$ cat src/rtl/fdam_rd_req_pkg.sv
// Shared state encoding and credit-window helper for the FDAM read-request generator.
package fdam_rd_req_pkg;

  localparam int unsigned DEF_DATA_WIDTH           = 32;
  localparam int unsigned DEF_MAX_OUTSTANDING_BITS = 4;

  typedef enum logic [1:0] {
    ST_IDLE  = 2'd0,
    ST_ISSUE = 2'd1,
    ST_DRAIN = 2'd2,
    ST_DONE  = 2'd3
  } rd_req_state_e;

  // Number of requests allowed in flight for a given counter width.
  function automatic int unsigned credit_limit(input int unsigned bits);
    return 32'd1 << bits;
  endfunction

endpackage

$ cat src/rtl/fdam_rd_req_credit_counter.sv
// Outstanding-request counter: tracks issued-but-unreturned lines and flags
// returns that arrive when nothing is outstanding.
module fdam_rd_req_credit_counter
  import fdam_rd_req_pkg::*;
#(
  parameter int unsigned CNT_BITS = DEF_MAX_OUTSTANDING_BITS
) (
  input  logic clk,
  input  logic rst_n,
  input  logic clr_i,
  input  logic inc_i,
  input  logic dec_i,
  output logic credit_avail_o,
  output logic underflow_o
);

  localparam logic [CNT_BITS:0] LIMIT = (CNT_BITS + 1)'(credit_limit(CNT_BITS));

  logic [CNT_BITS:0] count_q, count_d;
  logic              dec_ok;

  assign underflow_o    = dec_i && (count_q == '0);
  assign dec_ok         = dec_i && !underflow_o;
  assign credit_avail_o = (count_q < LIMIT);

  // A simultaneous issue and accepted return cancel out.
  always_comb begin
    count_d = count_q;
    if (clr_i) begin
      count_d = '0;
    end else if (inc_i && !dec_ok) begin
      count_d = count_q + 1'b1;
    end else if (dec_ok && !inc_i) begin
      count_d = count_q - 1'b1;
    end
  end

  always_ff @(posedge clk or negedge rst_n) begin
    if (!rst_n) begin
      count_q <= '0;
    end else begin
      count_q <= count_d;
    end
  end

endmodule

$ cat src/rtl/fdam_rd_req_generator.sv
// Per-channel read-request source: issues one cache-line address per cycle into the
// arbiter, limited by arbiter backpressure and a credit window, and pulses done on completion.
module fdam_rd_req_generator
  import fdam_rd_req_pkg::*;
#(
  parameter int unsigned DATA_WIDTH           = DEF_DATA_WIDTH,
  parameter int unsigned MAX_OUTSTANDING_BITS = DEF_MAX_OUTSTANDING_BITS
) (
  input  logic                  clk,
  input  logic                  rst,
  input  logic                  start,
  input  logic [DATA_WIDTH-1:0] cfg_base_addr,
  input  logic [DATA_WIDTH-1:0] cfg_num_lines,
  input  logic                  rd_data_valid,
  input  logic                  req_wr_available,
  output logic                  req_wr_en,
  output logic [DATA_WIDTH-1:0] req_wr_data,
  output logic                  busy,
  output logic                  done,
  output logic                  err
);

  rd_req_state_e state_q, state_d;

  logic [DATA_WIDTH-1:0] addr_q, addr_d;
  logic [DATA_WIDTH-1:0] remaining_q, remaining_d;
  logic [DATA_WIDTH-1:0] pending_q, pending_d;

  logic                  req_wr_en_q, req_wr_en_d;
  logic [DATA_WIDTH-1:0] req_wr_data_q, req_wr_data_d;
  logic                  busy_q, busy_d;
  logic                  done_q, done_d;
  logic                  err_q, err_d;

  logic start_ok;
  logic issue;
  logic ret_ok;
  logic credit_avail;
  logic underflow;

  assign start_ok = start && (state_q == ST_IDLE);
  assign issue    = (state_q == ST_ISSUE) && (remaining_q != '0) &&
                    req_wr_available && credit_avail;
  // Outstanding is zero outside ISSUE/DRAIN, so idle returns always land as underflow.
  assign ret_ok   = rd_data_valid && !underflow;

  fdam_rd_req_credit_counter #(
    .CNT_BITS (MAX_OUTSTANDING_BITS)
  ) u_credit (
    .clk            (clk),
    .rst_n          (rst),
    .clr_i          (start_ok),
    .inc_i          (issue),
    .dec_i          (rd_data_valid),
    .credit_avail_o (credit_avail),
    .underflow_o    (underflow)
  );

  always_ff @(posedge clk or negedge rst) begin
    if (!rst) begin
      state_q <= ST_IDLE;
    end else begin
      state_q <= state_d;
    end
  end

  always_comb begin
    state_d = state_q;
    unique case (state_q)
      ST_IDLE: begin
        if (start) begin
          state_d = (cfg_num_lines == '0) ? ST_DONE : ST_ISSUE;
        end
      end
      ST_ISSUE: begin
        if (issue && (remaining_q == DATA_WIDTH'(1))) begin
          state_d = ST_DRAIN;
        end
      end
      ST_DRAIN: begin
        if (ret_ok && (pending_q == DATA_WIDTH'(1))) begin
          state_d = ST_DONE;
        end
      end
      ST_DONE: state_d = ST_IDLE;
      default: state_d = ST_IDLE;
    endcase
  end

  always_comb begin
    req_wr_en_d   = issue;
    req_wr_data_d = issue ? addr_q : req_wr_data_q;
    busy_d        = (state_q == ST_ISSUE) || (state_q == ST_DRAIN);
    done_d        = (state_q == ST_DONE);
    err_d         = start_ok ? 1'b0 : (err_q | underflow);
  end

  always_comb begin
    addr_d      = addr_q;
    remaining_d = remaining_q;
    pending_d   = pending_q;
    if (start_ok) begin
      addr_d      = cfg_base_addr;
      remaining_d = cfg_num_lines;
      pending_d   = cfg_num_lines;
    end
    if (issue) begin
      addr_d      = addr_q + 1'b1;
      remaining_d = remaining_q - 1'b1;
    end
    if (ret_ok) begin
      pending_d = pending_q - 1'b1;
    end
  end

  always_ff @(posedge clk or negedge rst) begin
    if (!rst) begin
      addr_q        <= '0;
      remaining_q   <= '0;
      pending_q     <= '0;
      req_wr_en_q   <= 1'b0;
      req_wr_data_q <= '0;
      busy_q        <= 1'b0;
      done_q        <= 1'b0;
      err_q         <= 1'b0;
    end else begin
      addr_q        <= addr_d;
      remaining_q   <= remaining_d;
      pending_q     <= pending_d;
      req_wr_en_q   <= req_wr_en_d;
      req_wr_data_q <= req_wr_data_d;
      busy_q        <= busy_d;
      done_q        <= done_d;
      err_q         <= err_d;
    end
  end

  assign req_wr_en   = req_wr_en_q;
  assign req_wr_data = req_wr_data_q;
  assign busy        = busy_q;
  assign done        = done_q;
  assign err         = err_q;

endmodule

$ cat config.mk
export PLATFORM = sky130hd
export DESIGN_NAME = fdam_rd_req_generator
export DESIGN_NICKNAME = d
export VERILOG_FILES = /design/src/rtl/fdam_rd_req_pkg.sv /design/src/rtl/fdam_rd_req_credit_counter.sv /design/src/rtl/fdam_rd_req_generator.sv
export SDC_FILE = /design/constraint.sdc
export NUM_CORES = 1
export LEC_CHECK = 0
export ABC_AREA = 0
export CAP_MARGIN = 40
export CORE_MARGIN = 4
export CORE_UTILIZATION = 48
export CTS_CLUSTER_SIZE = 14
export DETAILED_ROUTE_END_ITERATION = 12
export PLACE_DENSITY = 0.8
export SLEW_MARGIN = 40
export SYNTH_ARGS = -nofsm -noshare
export SYNTH_HDL_FRONTEND = slang
export SYNTH_SLANG_ARGS = --single-unit
export TNS_END_PERCENT = 5
$ cat constraint.sdc
create_clock -name clk -period 4.53 [get_ports clk]
set_input_delay 0.453 -clock clk [delete_from_list [all_inputs] [get_ports clk]]
set_output_delay 0.453 -clock clk [all_outputs]
set_load 0.02 [all_outputs]
==> flow_summary.ini <==
[route]
route.detailed.wl_per_inst_um = 19.9
detailedRoute.firstIterationViolations = 792
drt-total-wl_um = 24800
route.layer.met1.wl_um = 10500
route.met3.wl_um = 2220
route.antenna.remaining_nets = 0
detailedRoute.firstPassIterationCount = 6
highest_layer = met4
met2RoutedLength_um = 11700
num_vias = 8136
remaining_drc_errors = 0
avgViaCountPerCell = 6.51

[place]
preCtsSetupSlack_ns = 0.998
place.gp.congestion = 0.915
placement.io_buffers = 104
post-dp-hpwl_um = 16900

[power]
irDropWorstVdd_v = 0.000322
cellLeakagePower_nw = 4.07
power_per_cell_area_nw_per_um2 = 430
switchingPower_mw = 1.55
power_frac_seq_pct = 38.9
netSwitchingFraction_pct = 35.8
pwr-share-comb_pct = 28.6
clock_power_share_pct = 32.5
internal_power_mw = 2.78

[clock_tree]
clkLatencyLatePin_ns = 0.44
ctsRootBufferMaster = sky130_fd_sc_hd__clkbuf_16
cts_tree = yes
cts_setup_buffers = 0
clkSinkCount = 139
cts_htree_levels = 4
clk_path_buf_depth = 2
clk_pin_slew_ns = 0.06
numCtsBuffers = 17

[yosys]
synth-edff-count = 0
postSynthCellCount = 947
mappedNetlistNets = 1030
yosysTopAreaCellShare_pct = 41.8
yosysSeqAreaShare_pct = 41.8
syn-mean-instance-area_sq_um = 8.78
synth.ff_latch_count = 139
mappedNetlistArea_sq_um = 8310
ys_dominant_reg_cell = sky130_fd_sc_hd__dfrtp_1
synth_top_area_cell = sky130_fd_sc_hd__dfrtp_1
synth_async_sr_flop_share_pct = 100
netlist_top_cells_area = sky130_fd_sc_hd__dfrtp_1 42%, sky130_fd_sc_hd__nand2_1 5.8%, sky130_fd_sc_hd__mux2i_1 3.5%
ys_warn_count = 0
synthDistinctLibCells = 72

[finish]
layout_commonest_cell = sky130_fd_sc_hd__dfrtp_1
fin_nets = 1100
layout-area-overhead-vs-synth_pct = 21.3
antenna-diode-count = 0
finish.utilization_pct = 60.2
layout_cell_share_with_drive_strength_beyond_1_pct = 7.77
mostFrequentLayoutCells = 139 x sky130_fd_sc_hd__dfrtp_1, 128 x sky130_fd_sc_hd__nand2_1, 103 x sky130_fd_sc_hd__clkdlybuf4s50_1

[global_routing]
grt_start_max_net_pins = 69
grt_remaining_overflow = 0
first_global_vias = 7625
globalRouteTotalUtil_pct = 25.0
grt_first_pass_wirelength_um = 40100
antenna_found_initial = 0

[job]
drv_cap = 0

[floorplanning]
floorplan.die_area_sq_um = 19500
core-area_sq_um = 16800
core.rowCount = 47
initial_cell_density_of_the_core_pct = 49.6
height_of_the_chip_um = 140
die_w_um = 140
io_pins = 105

[worst_setup_path]
critical-path-top-delay-family = simple AND/OR/NAND/NOR gates
worstPathArrival_ns = 3.94
crit_slowest_cell = sky130_fd_sc_hd__nor3b_1
path_max_fanout = 7
crit_path_cell_trace = inv_1 > ha_1 > nor3b_1 > nand4_1 > o31ai_4 > clkinv_2 > nand2_1 > ha_1 > a21o_1 > a21oi_1 > a21oi_1 > a221oi_1
crit_required_ns = 4.86
critical_path.endpoint_type = flop
critical_path.max_stage_delay_ns = 0.50
critical_path_buf_inv_count = 2
timing.setup.critical_path_class = flop to flop
cp-start-kind = flop

[timing]
relSlewSlack_pct = 47.8
tns_ns = 0
finalWorstPathRequiredPeriod_ns = 3.61
max_clock_freq_ghz = 0.277
timing.hold.ws_ns = 0.470
hold_viol_final = 0
final_critical_path_setup_slack_ns = 0.924
part_of_the_cycle_the_worst_path_needs_pct = 79.6
skew_ns = 0.00885
tightestPinTransition_ns = 0.782
report.final.setup_viol = 0
rsz_0062_raised_after_global_routing = false
total_count_of_max_transition_violations_in_the_final_report = 0

[min_path]
hold_path_class = flop to flop

[outcome]
outcome = finished clean
-- Yosys cell counts, types with 27 or more instances --
master	instances
sky130_fd_sc_hd__nor4_1	42
sky130_fd_sc_hd__nor2_1	46
sky130_fd_sc_hd__a21oi_1	35
sky130_fd_sc_hd__nand4_1	32
sky130_fd_sc_hd__nand3_1	46
sky130_fd_sc_hd__mux2i_1	29
sky130_fd_sc_hd__inv_1	28
sky130_fd_sc_hd__a211oi_1	27
sky130_fd_sc_hd__nor3_1	58
sky130_fd_sc_hd__o21ai_0	40
sky130_fd_sc_hd__nand2_1	129
sky130_fd_sc_hd__dfrtp_1	139
sky130_fd_sc_hd__clkbuf_1	41
-- layer usage --
metal	vias up	track usage, %
met3	38	5.63
met1	3962	34.9
met2	397	39.3
met5	-	0
li1	3739	-
met4	0	7.45
-- tightest hold or removal path: stages (launching register included) --
cell                      delay [ns]
sky130_fd_sc_hd__dfrtp_1        0.34
sky130_fd_sc_hd__nand2_1        0.05
sky130_fd_sc_hd__nand2_1        0.05
-- flip-flops by register name (all words and copies together), names as in the netlist --
signal	flops
remaining_q	32
pending_q	32
u_credit.count_q	5
busy	1
err	1
req_wr_en	1
addr_q	32
done	1
state_q	2
req_wr_data	32
-- repair_timing --
item	4_1_cts	5_1_grt
hold buffers	1	0
hold endpoints to repair	11	0
resized for setup	0	0
-- power groups by stage --
| stage | Clock [mW] | Combinational [mW] | Sequential, mW |
|---|---|---|---|
| 3_5_place_dp | 0 | 1.22 | 1.69 |
| 5_1_grt | 1.48 | 1.35 | 1.71 |
| 2_1_floorplan | 0 | 0.796 | 1.68 |
| 6_report | 1.41 | 1.24 | 1.68 |
| 4_1_cts | 1.42 | 1.23 | 1.67 |
| 3_3_place_gp | 0 | 1.19 | 1.69 |
-- cells by family (layout without fill, tap and decap cells) --
kind of cell	count (synthesis)	in the layout	synth area share [%]
AND/OR/NAND/NOR	437	437	27.0
AO/OA/AOI/OAI	221	221	19.4
flip-flops	139	139	41.8
buffers and inverters	99	182	5.01
multiplexers	32	32	3.90
adder cells (fa/ha/maj)	14	14	2.20
XOR/XNOR	5	5	0.617
-- path summary, 6_finish.rpt --
| path | start | to | slack, ns | cells past startpoint |
|---|---|---|---|---|
| min in group asynchronous | rst | req_wr_data[23] | 0.55 | 2 |
| worst min register to register | req_wr_data[17] | req_wr_data[17] | 0.47 | 2 |
| worst min-delay path | req_wr_data[17] | req_wr_data[17] | 0.47 | 2 |
| worst max-delay path | remaining_q[0] | u_credit.count_q[4] | 0.92 | 12 |
| max in group asynchronous | rst | addr_q[12] | 3.16 | 3 |
| worst max register to register | remaining_q[0] | u_credit.count_q[4] | 0.92 | 12 |
-- metrics by stage --
stage	area (sq um)	instances	total power, mW
after floorplan	8310	947	2.48
after global placement	9440	1216	2.87
after detailed placement	9480	1217	2.92
after CTS	10100	1250	4.33
after global routing	10100	1250	4.55
final	10100	1250	4.33
-- cell type report --
type                       instances  area (sq um)
clock buffer                      19           443
clock inverter                    13           143
fill                            1461          6680
inverter                          29           110
multi-input combinational        709          4440
sequential                       139          3480
tap                              220           275
timing repair buffer             121          1200
Power figures use the tool's default switching activity.
